File: config.mk
export PLATFORM = sky130hd
export DESIGN_NAME = posit_adder_arbiter
export DESIGN_NICKNAME = d
export VERILOG_FILES = /design/src/rtl/posit_adder_arbiter.sv
export SDC_FILE = /design/constraint.sdc
export NUM_CORES = 1
export LEC_CHECK = 0
export BUFFER_PORTS_ARGS = -buffer_cell sky130_fd_sc_hd__buf_2
export CAP_MARGIN = 30
export CORE_ASPECT_RATIO = 1.1
export CORE_UTILIZATION = 28
export DETAILED_ROUTE_END_ITERATION = 7
export GPL_TIMING_DRIVEN = 0
export SLEW_MARGIN = 20
export SYNTH_ARGS = -nofsm -noshare
export SYNTH_HDL_FRONTEND = slang
export SYNTH_SLANG_ARGS = --single-unit
File: constraint.sdc
create_clock -name clk -period 11.6 [get_ports clk]
set_clock_uncertainty 0.2 [all_clocks]
set_input_delay 0.58 -clock clk [delete_from_list [all_inputs] [get_ports clk]]
set_output_delay 0.58 -clock clk [all_outputs]
set_load 0.02 [all_outputs]
File: src/rtl/posit_adder_arbiter.sv
// Round-robin arbiter sharing one pipelined posit adder among NREQ requesters.
// A tag pipe follows each op through the adder; credits reserve a response FIFO slot per issued op.
module posit_adder_arbiter #(
    parameter int N          = 32,
    parameter int NREQ       = 4,
    parameter int LAT        = 4,
    parameter int FIFO_DEPTH = 8,
    localparam int IDW       = $clog2(NREQ)
) (
    input  logic                 clk,
    input  logic                 reset,
    input  logic [NREQ-1:0]      req_valid,
    output logic [NREQ-1:0]      req_ready,
    input  logic [NREQ*N-1:0]    req_in1,
    input  logic [NREQ*N-1:0]    req_in2,
    output logic                 add_start,
    output logic [N-1:0]         add_in1,
    output logic [N-1:0]         add_in2,
    input  logic                 add_done,
    input  logic [N-1:0]         add_result,
    input  logic                 add_inf,
    input  logic                 add_zero,
    output logic                 resp_valid,
    input  logic                 resp_ready,
    output logic [IDW-1:0]       resp_id,
    output logic [N-1:0]         resp_result,
    output logic                 resp_inf,
    output logic                 resp_zero,
    output logic                 err
);

    localparam int CW = $clog2(FIFO_DEPTH) + 1;
    localparam int PW = $clog2(FIFO_DEPTH);
    localparam int DW = $clog2(LAT + 2);
    localparam int FW = IDW + N + 2;

    logic [IDW-1:0] rr_ptr;
    logic [IDW-1:0] gnt;
    logic           gnt_vld;
    logic           can_issue;
    logic           accept;
    logic           pop;
    logic           push;
    logic [CW-1:0]  outstanding;
    logic [DW-1:0]  drain;
    logic [IDW-1:0] start_id;
    logic [LAT-1:0] tag_vld;
    logic [IDW-1:0] tag_id [LAT];

    logic [FW-1:0]  fifo_mem [FIFO_DEPTH];
    logic [PW-1:0]  wr_ptr;
    logic [PW-1:0]  rd_ptr;
    logic [CW-1:0]  fifo_count;

    assign can_issue = (outstanding < CW'(FIFO_DEPTH)) && (drain == '0);
    assign accept    = gnt_vld;
    assign pop       = resp_valid && resp_ready;

    // Search starts at rr_ptr and wraps, so the last winner has lowest priority next time.
    always_comb begin : grant_logic
        int idx;
        idx       = 0;
        gnt       = '0;
        gnt_vld   = 1'b0;
        req_ready = '0;
        if (can_issue) begin
            for (int k = 0; k < NREQ; k++) begin
                idx = int'(rr_ptr) + k;
                if (idx >= NREQ) idx = idx - NREQ;
                if (!gnt_vld && req_valid[idx]) begin
                    gnt_vld = 1'b1;
                    gnt     = IDW'(idx);
                end
            end
        end
        if (gnt_vld) req_ready[gnt] = 1'b1;
    end

    always_ff @(posedge clk) begin
        if (reset) begin
            add_start   <= 1'b0;
            add_in1     <= '0;
            add_in2     <= '0;
            start_id    <= '0;
            rr_ptr      <= '0;
            outstanding <= '0;
        end else begin
            add_start <= accept;
            if (accept) begin
                add_in1  <= req_in1[int'(gnt)*N +: N];
                add_in2  <= req_in2[int'(gnt)*N +: N];
                start_id <= gnt;
                rr_ptr   <= (int'(gnt) == NREQ - 1) ? '0 : gnt + 1'b1;
            end
            if (accept && !pop)
                outstanding <= outstanding + 1'b1;
            else if (!accept && pop)
                outstanding <= outstanding - 1'b1;
        end
    end

    // The add_start register acts as the head of the tag pipe; its last entry lines up with add_done.
    always_ff @(posedge clk) begin
        if (reset) begin
            tag_vld <= '0;
            for (int s = 0; s < LAT; s++) tag_id[s] <= '0;
        end else begin
            tag_vld[0] <= add_start;
            tag_id[0]  <= start_id;
            for (int s = 1; s < LAT; s++) begin
                tag_vld[s] <= tag_vld[s-1];
                tag_id[s]  <= tag_id[s-1];
            end
        end
    end

    // After reset the adder may still emit pulses for ops it was fed earlier; drain masks them.
    always_ff @(posedge clk) begin
        if (reset) begin
            drain <= DW'(LAT + 1);
            err   <= 1'b0;
        end else begin
            if (drain != '0) drain <= drain - 1'b1;
            if (drain == '0 && add_done != tag_vld[LAT-1]) err <= 1'b1;
        end
    end

    assign push = (drain == '0) && add_done && tag_vld[LAT-1];

    always_ff @(posedge clk) begin
        if (push) fifo_mem[wr_ptr] <= {tag_id[LAT-1], add_result, add_inf, add_zero};
    end

    always_ff @(posedge clk) begin
        if (reset) begin
            wr_ptr     <= '0;
            rd_ptr     <= '0;
            fifo_count <= '0;
        end else begin
            if (push) wr_ptr <= wr_ptr + 1'b1;
            if (pop)  rd_ptr <= rd_ptr + 1'b1;
            case ({push, pop})
                2'b10:   fifo_count <= fifo_count + 1'b1;
                2'b01:   fifo_count <= fifo_count - 1'b1;
                default: fifo_count <= fifo_count;
            endcase
        end
    end

    assign resp_valid = (fifo_count != '0);
    assign {resp_id, resp_result, resp_inf, resp_zero} = fifo_mem[rd_ptr];

endmodule

==> results of run 1 <==
## synthesized netlist by cell type (all sizes together), types with 2 or more instances
master and number:
edfxtp 288, mux2i 74, o21ai 2, mux2 36
nand4 2, nand2 15, mux4 72, a221oi 55
a21o 6, buf 48, fa 2, xor2 6
ha 14, dfxtp 102, o221ai 9, nor3 5
and2 4, nor2 26, or3 2, o311ai 55
inv 68, nand3 11, or2 2, or2b 18
xnor2 5, clkbuf 21, nor2b 14, nand2b 42
a21oi 16
## metal layers
layer	track usage	wire length (µm)
met4	0.107	3260
met5	0	12
met1	0.180	19300
met2	0.329	29100
met3	0.0342	2970
## where the power goes
| part | internal (µW) | switching, µW |
|---|---|---|
| Clock | 761 | 586 |
| Combinational | 117 | 169 |
| Sequential | 1510 | 12.9 |
| Total | 2390 | 767 |
## logic make-up (layout without fill, tap and decap cells)
family / Yosys count / count (layout) / synth area share
mux: 182 / 182 / 0.163
flops: 390 / 390 / 0.631
xor+xnor: 11 / 11 / 0.00569
compound gates: 150 / 150 / 0.0933
fa+ha+maj: 16 / 16 / 0.0127
other cells: 0 / 4 / 0
simple gates: 146 / 146 / 0.0523
buf+inv: 138 / 636 / 0.0412
## worst max-delay path: stages (launching register included)
cell,delay [ps]
dfxtp_1,310
clkbuf_1,550
buf_2,500
mux4_2,570
mux2_2,300
buf_2,170
## cell type report
type                            count  share of cell area
Antenna cell                        4            0.000462
Buffer                             69              0.0202
Clock buffer                       51              0.0511
Clock inverter                     25              0.0125
Inverter                           69              0.0120
Multi-Input combinational cell    505               0.259
Sequential cell                   390               0.494
Tap cell                          768              0.0444
Timing Repair Buffer              422               0.107
## flip-flops by register name, summed over array words and instances, names as in the netlist, named ones only
signal	flops
add_in2	32
rr_ptr	2
rd_ptr	3
outstanding	4
add_start	1
fifo_mem	288
tag_vld	4
err	1
fifo_count	4
start_id	2
tag_id	8
wr_ptr	3
add_in1	32
drain	3
## worst paths after layout
| kind | slack [ps] | from | end | depth (start not counted) |
|---|---|---|---|---|
| max | 7860 | register | resp_result[7] | 5 |
| min | 50 | req_in2[68] | add_in2[4] | 3 |
| max reg2reg | 8170 | drain[0] | fifo_mem[0][22] | 10 |
| min reg2reg | 240 | tag_id[1][1] | tag_id[2][1] | 1 |
## stage by stage
stage | instances | cell area [µm²]
4_1_cts | 2299 | 21600
6_report | 2303 | 21700
3_5_place_dp | 2223 | 20300
3_3_place_gp | 2204 | 19900
2_1_floorplan | 1033 | 16900
5_1_grt | 2302 | 21700
==> results by group, run 1 <==
Outcome
  – Status: finished clean

Placement
  – Detailed Place HPWL: between 40 and 50 mm
  – Port Buffers: 403
  – RD Place Congestion: around 1
  – Pre-CTS worst setup slack: just over 8000 ps

Final layout
  – Layout cells sized above 1: 0.464
  – Most frequent cells in the layout: buf_2 (422), edfxtp_1 (288), dfxtp_1 (102)
  – Area occupied by multi-input gates: approximately 0.0056 mm²
  – Commonest non-fill, non-tap cell in the layout: buf_2
  – Post-Route Utilization: 0.363
  – FF/Latch Area: around 0.011 mm²
  – Area growth syn-to-layout: 27.9%
  – Final layout net count: about 1800
  – Fillers: roughly 5800

CTS
  – Clock-pin transition on the worst setup and hold timing paths: around 70 ps
  – Postcts setup bufs: 0
  – Hold Buf Count CTS: 0
  – Number of buffers created by CTS: 43
  – CTS tree: built
  – H-tree levels: 2
  – CTS root buf: clkbuf_16
  – Clock tree sinks: between 300 and 400
  – Worst-Skew Late Latency: around 570 ps
  – Gates resized, CTS repair: 0
  – Clock buffer depth: 3

Power
  – Leakage: roughly 0.0086 µW
  – Total Power: approximately 3200 µW
  – Power per cell area: about 150 mW/mm²
  – IR drop worst, VDD: between 0.09 and 0.1 mV

Worst setup path
  – Crit path required time: about 11000 ps
  – CP startpoint kind: register
  – Arrival time at the worst endpoint: about 3000 ps
  – CP Class: reg2out
  – Worst-path fanout max: 10
  – Crit path capture type: output port

STA
  – Final setup viols: 0
  – Final period utilization: 0.323
  – Slew HR: 0.447
  – Setup TNS: 0 ps
  – Final Hold Vio Count: 0
  – Fin worst setup slack: around 7900 ps
  – Min Tclk post-route: 3740 ps
  – Max-slew violation count: 0
  – Min Hold Slack: 53.6 ps
  – RSZ-0062 raised after global routing: false
  – Max Freq: 267 MHz
  – Slew @ Worst Pin: slightly above 800 ps

Flow run
  – Max cap viols: 0

Logic synthesis
  – Post-synth EDFFs: 288
  – #FFs+latches synth: 390
  – Warnings, synthesis: 0
  – Ranking of synthesized cells by area: edfxtp_1 (51%), dfxtp_1 (12%), mux4_2 (9.6%), a221oi_2 (4.4%), mux2i_1 (4.4%)
  – Top_reg_cell synth: edfxtp_1
  – Leading area contributor after synthesis: edfxtp_1
  – Post-synthesis cell area: about 0.017 mm²
  – Mapped Cells: approximately 1000
  – Ys async rst share: 0
  – Post-synthesis cell type count: between 50 and 60
  – Synth Net Count: 1347
  – Mean area per synthesized cell: about 16 µm²
  – Area share of the largest cell type after synthesis: 0.511
  – Post-synthesis sequential area ratio: 0.631

GRT
  – Total Routing Usage GR: 0.175
  – Overflow after GRT: 0
  – Pin count of the biggest net entering global routing: 21
  – Initial antenna violation count: 16
  – Number of global-route vias before repair: ~12000
  – Global-route wire length before repair: just under 80 mm

Route
  – DR WL/cell: approximately 24 µm
  – Residual DRC count: 0
  – DR vias: approximately 11000
  – Iteration-0 DRC Markers: slightly below 500
  – Final WL: roughly 55 mm
  – DR pass1 iterations: 5
  – Drt via density: approximately 4.8
  – Antenna-violating nets left: 0

Floorplan
  – Die area: around 0.061 mm²
  – Die X: approximately 240 µm
  – I/O pins: slightly above 400
  – Row cnt: 94
  – Core ar.: between 0.05 and 0.06 mm²
  – Die Height: about 260 µm
  – Starting Density: 0.283

Hold path
  – Worst Hold Class: in2reg
Note: power is estimated with default switching activity, not from simulation.
==> run 2, diff against run 1 <==
==> constraint.sdc (replaced) <==
create_clock -name clk -period 3.7 [get_ports clk]
set_clock_uncertainty 0.2 [all_clocks]
set_input_delay 0.185 -clock clk [delete_from_list [all_inputs] [get_ports clk]]
set_output_delay 0.185 -clock clk [all_outputs]
set_load 0.02 [all_outputs]
==> results by group, run 2 (synthesis gave the netlist of run 1 again) <==
STA
  – RSZ-0062 raised after global routing: false (unchanged)
  – Min Tclk post-route: between 3000 and 4000 ps
  – Max Freq: a little under 300 MHz
  – Slew @ Worst Pin: 834 ps (was 830 ps)
  – Final Hold Vio Count: 0 (unchanged)
  – Fin worst setup slack: 306 ps (was 7860 ps)
  – Slew HR: 0.444 (was 0.447)
  – Min Hold Slack: 94.9 ps (was 53.6 ps)
  – Final setup viols: 0 (unchanged)
  – Max-slew violation count: 0 (unchanged)
  – Final period utilization: 0.917

CTS
  – Number of buffers created by CTS: 43 (unchanged)
  – H-tree levels: 2 (unchanged)
  – Worst-Skew Late Latency: 560 ps (was 570 ps)
  – Postcts setup bufs: 0 (unchanged)
  – CTS root buf: clkbuf_16 (unchanged)
  – Clock tree sinks: 390 (unchanged)
  – Clock buffer depth: 3 (unchanged)
  – Clock-pin transition on the worst setup and hold timing paths: 60 ps (was 70 ps)
  – CTS tree: built (unchanged)

Placement
  – Detailed Place HPWL: 39.7 mm (was 41.6 mm)
  – Pre-CTS worst setup slack: 203 ps (was 8140 ps)
  – RD Place Congestion: 0.924 (was 0.971)
  – Port Buffers: 403 (unchanged)

Route
  – DR pass1 iterations: 6 (was 5)
  – Antenna-violating nets left: 0 (unchanged)
  – Iteration-0 DRC Markers: 520 (was 484)
  – DR WL/cell: 22.1 µm (was 23.7 µm)
  – Residual DRC count: 0 (unchanged)
  – Final WL: 54.7 mm (was 54.6 mm)
  – DR vias: 11900 (was 11200)
  – Drt via density: 4.80 (was 4.85)

Final layout
  – Largest register by flop count: fifo_mem (unchanged)
  – Top Registers: fifo_mem x288, add_in1 x32, add_in2 x32 (unchanged)
  – Area occupied by multi-input gates: 0.00561 mm² (was 0.00560 mm²)
  – Final layout net count: 1981 (was 1814)
  – Fillers: 5719 (was 5844)
  – FF/Latch Area: 0.0107 mm² (unchanged)
  – Most frequent cells in the layout: buf_2 (422), edfxtp_1 (288), dlygate4sd3_1 (174) (was buf_2 (422), edfxtp_1 (288), dfxtp_1 (102))
  – Area growth syn-to-layout: 37.7% (was 27.9%)
  – Largest register FFs: 288 (unchanged)
  – Layout cells sized above 1: 0.411 (was 0.464)
  – Commonest non-fill, non-tap cell in the layout: buf_2 (unchanged)
  – Post-Route Utilization: 0.390 (was 0.363)

Floorplan
  – Starting Density: 0.283 (unchanged)
  – I/O pins: 405 (unchanged)
  – Die Height: 260 µm (unchanged)
  – Row cnt: 94 (unchanged)
  – Die area: 0.0615 mm² (unchanged)
  – Die X: 236 µm (unchanged)
  – Core ar.: 0.0597 mm² (unchanged)

GRT
  – Pin count of the biggest net entering global routing: 21 (unchanged)
  – Initial antenna violation count: 10 (was 16)
  – Number of global-route vias before repair: 12700 (was 11800)
  – Global-route wire length before repair: 79.5 mm (was 78.2 mm)
  – Overflow after GRT: 0 (unchanged)
  – Total Routing Usage GR: 0.175 (about the same)

Worst setup path
  – CP startpoint kind: register (unchanged)
  – Worst-path fanout max: 10 (unchanged)
  – Crit path capture type: register (was output port)
  – Crit path required time: 3990 ps (was 10820 ps)
  – CP Class: reg2reg (was reg2out)
  – R2R depth: 15 (was 10)
  – Arrival time at the worst endpoint: 3680 ps (was 2960 ps)

Hold path
  – Hold Path Depth: 4 (was 3)
  – Worst Hold Class: in2reg (unchanged)

Power
  – Leakage: 0.00939 µW (was 0.00856 µW)
  – Share of power burned in registers: 0.475 (was 0.483)
  – Part of the power in combinational logic: 0.106 (was 0.090)
  – Clk network pwr share: 0.419 (was 0.426)
  – Power per cell area: 432 mW/mm² (was 146 mW/mm²)
  – Cell Int Power: 7700 µW (was 2390 µW)
  – IR drop worst, VDD: 0.379 mV (was 0.0982 mV)
  – P_sw: 2380 µW (was 767 µW)
  – Switching part of the total power: 0.236 (was 0.243)

Outcome
  – Status: finished clean (unchanged)

Flow run
  – Max cap viols: 0 (unchanged)
run 2: cell types whose count changed in the layout (fill, tap and decap cells not counted), sizes merged:
cell,change
inv,-3
clkinvlp,-1
clkbuf,+3
bufinv,+1
clkinv,+4
buf,-7
dlygate4sd3,+174
run 2: cell type report:
type / instances / share of cell area
repair buffers: 589 / 0.170
well taps: 768 / 0.0412
flip-flops and latches: 390 / 0.458
clock buffers: 54 / 0.0479
plain buffers: 69 / 0.0188
multi-input cells: 505 / 0.241
diodes: 4 / 0.000429
inverters: 69 / 0.0113
clock inverters: 26 / 0.0112
run 2: routing by layer:
layer,global-route usage,vias to the layer above,part of all wire
met5,0,-,0.00024
met1,0.186,5902,0.36
met4,0.119,2,0.072
met2,0.312,456,0.51
li1,-,5366,-
met3,0.0386,137,0.058
run 2: power groups by stage:
stage | clock, µW | sequential, µW | combinational [µW]
2_1_floorplan | 0 | 4940 | 412
3_3_place_gp | 0 | 4880 | 880
3_5_place_dp | 0 | 4880 | 896
4_1_cts | 4340 | 4790 | 1070
5_1_grt | 4490 | 4790 | 1140
6_report | 4220 | 4790 | 1070
run 2: critical path: stages, from the launching register on:
cell        delay [ps]
dfxtp_1            290
inv_1              100
ha_1               200
or3b_4             420
a21o_1             180
buf_6              150
buf_6              160
clkinvlp_4         160
ha_1               200
inv_1               90
ha_1               280
a21o_1             170
a21oi_1            170
xnor2_1            100
or3_1              310
a21oi_1            140
run 2: final timing paths:
| path | start | to | slack (ps) |
|---|---|---|---|
| max | drain[0] | outstanding[3] | 310 |
| min | req_valid[3] | start_id[1] | 90 |
| max reg2reg | drain[0] | outstanding[3] | 310 |
| min reg2reg | tag_vld[1] | tag_vld[2] | 240 |
run 2: stage by stage:
step	TNS, ps	cells	power, µW	area [µm²]
6_report	0	2474	10100	23300
5_1_grt	0	2474	10400	23300
4_1_cts	0	2470	10200	23300
3_5_place_dp	0	2216	5770	20200
3_3_place_gp	-414250	2204	5760	19900
2_1_floorplan	0	1033	5350	16900
run 2: repair_timing:
| item | 4_1_cts | 5_1_grt |
|---|---|---|
| setup endpoints to repair | 0 | 1 |
| hold buffers | 174 | 0 |
| hold endpoints to repair | 346 | 0 |
| gates resized for setup | 0 | 1 |
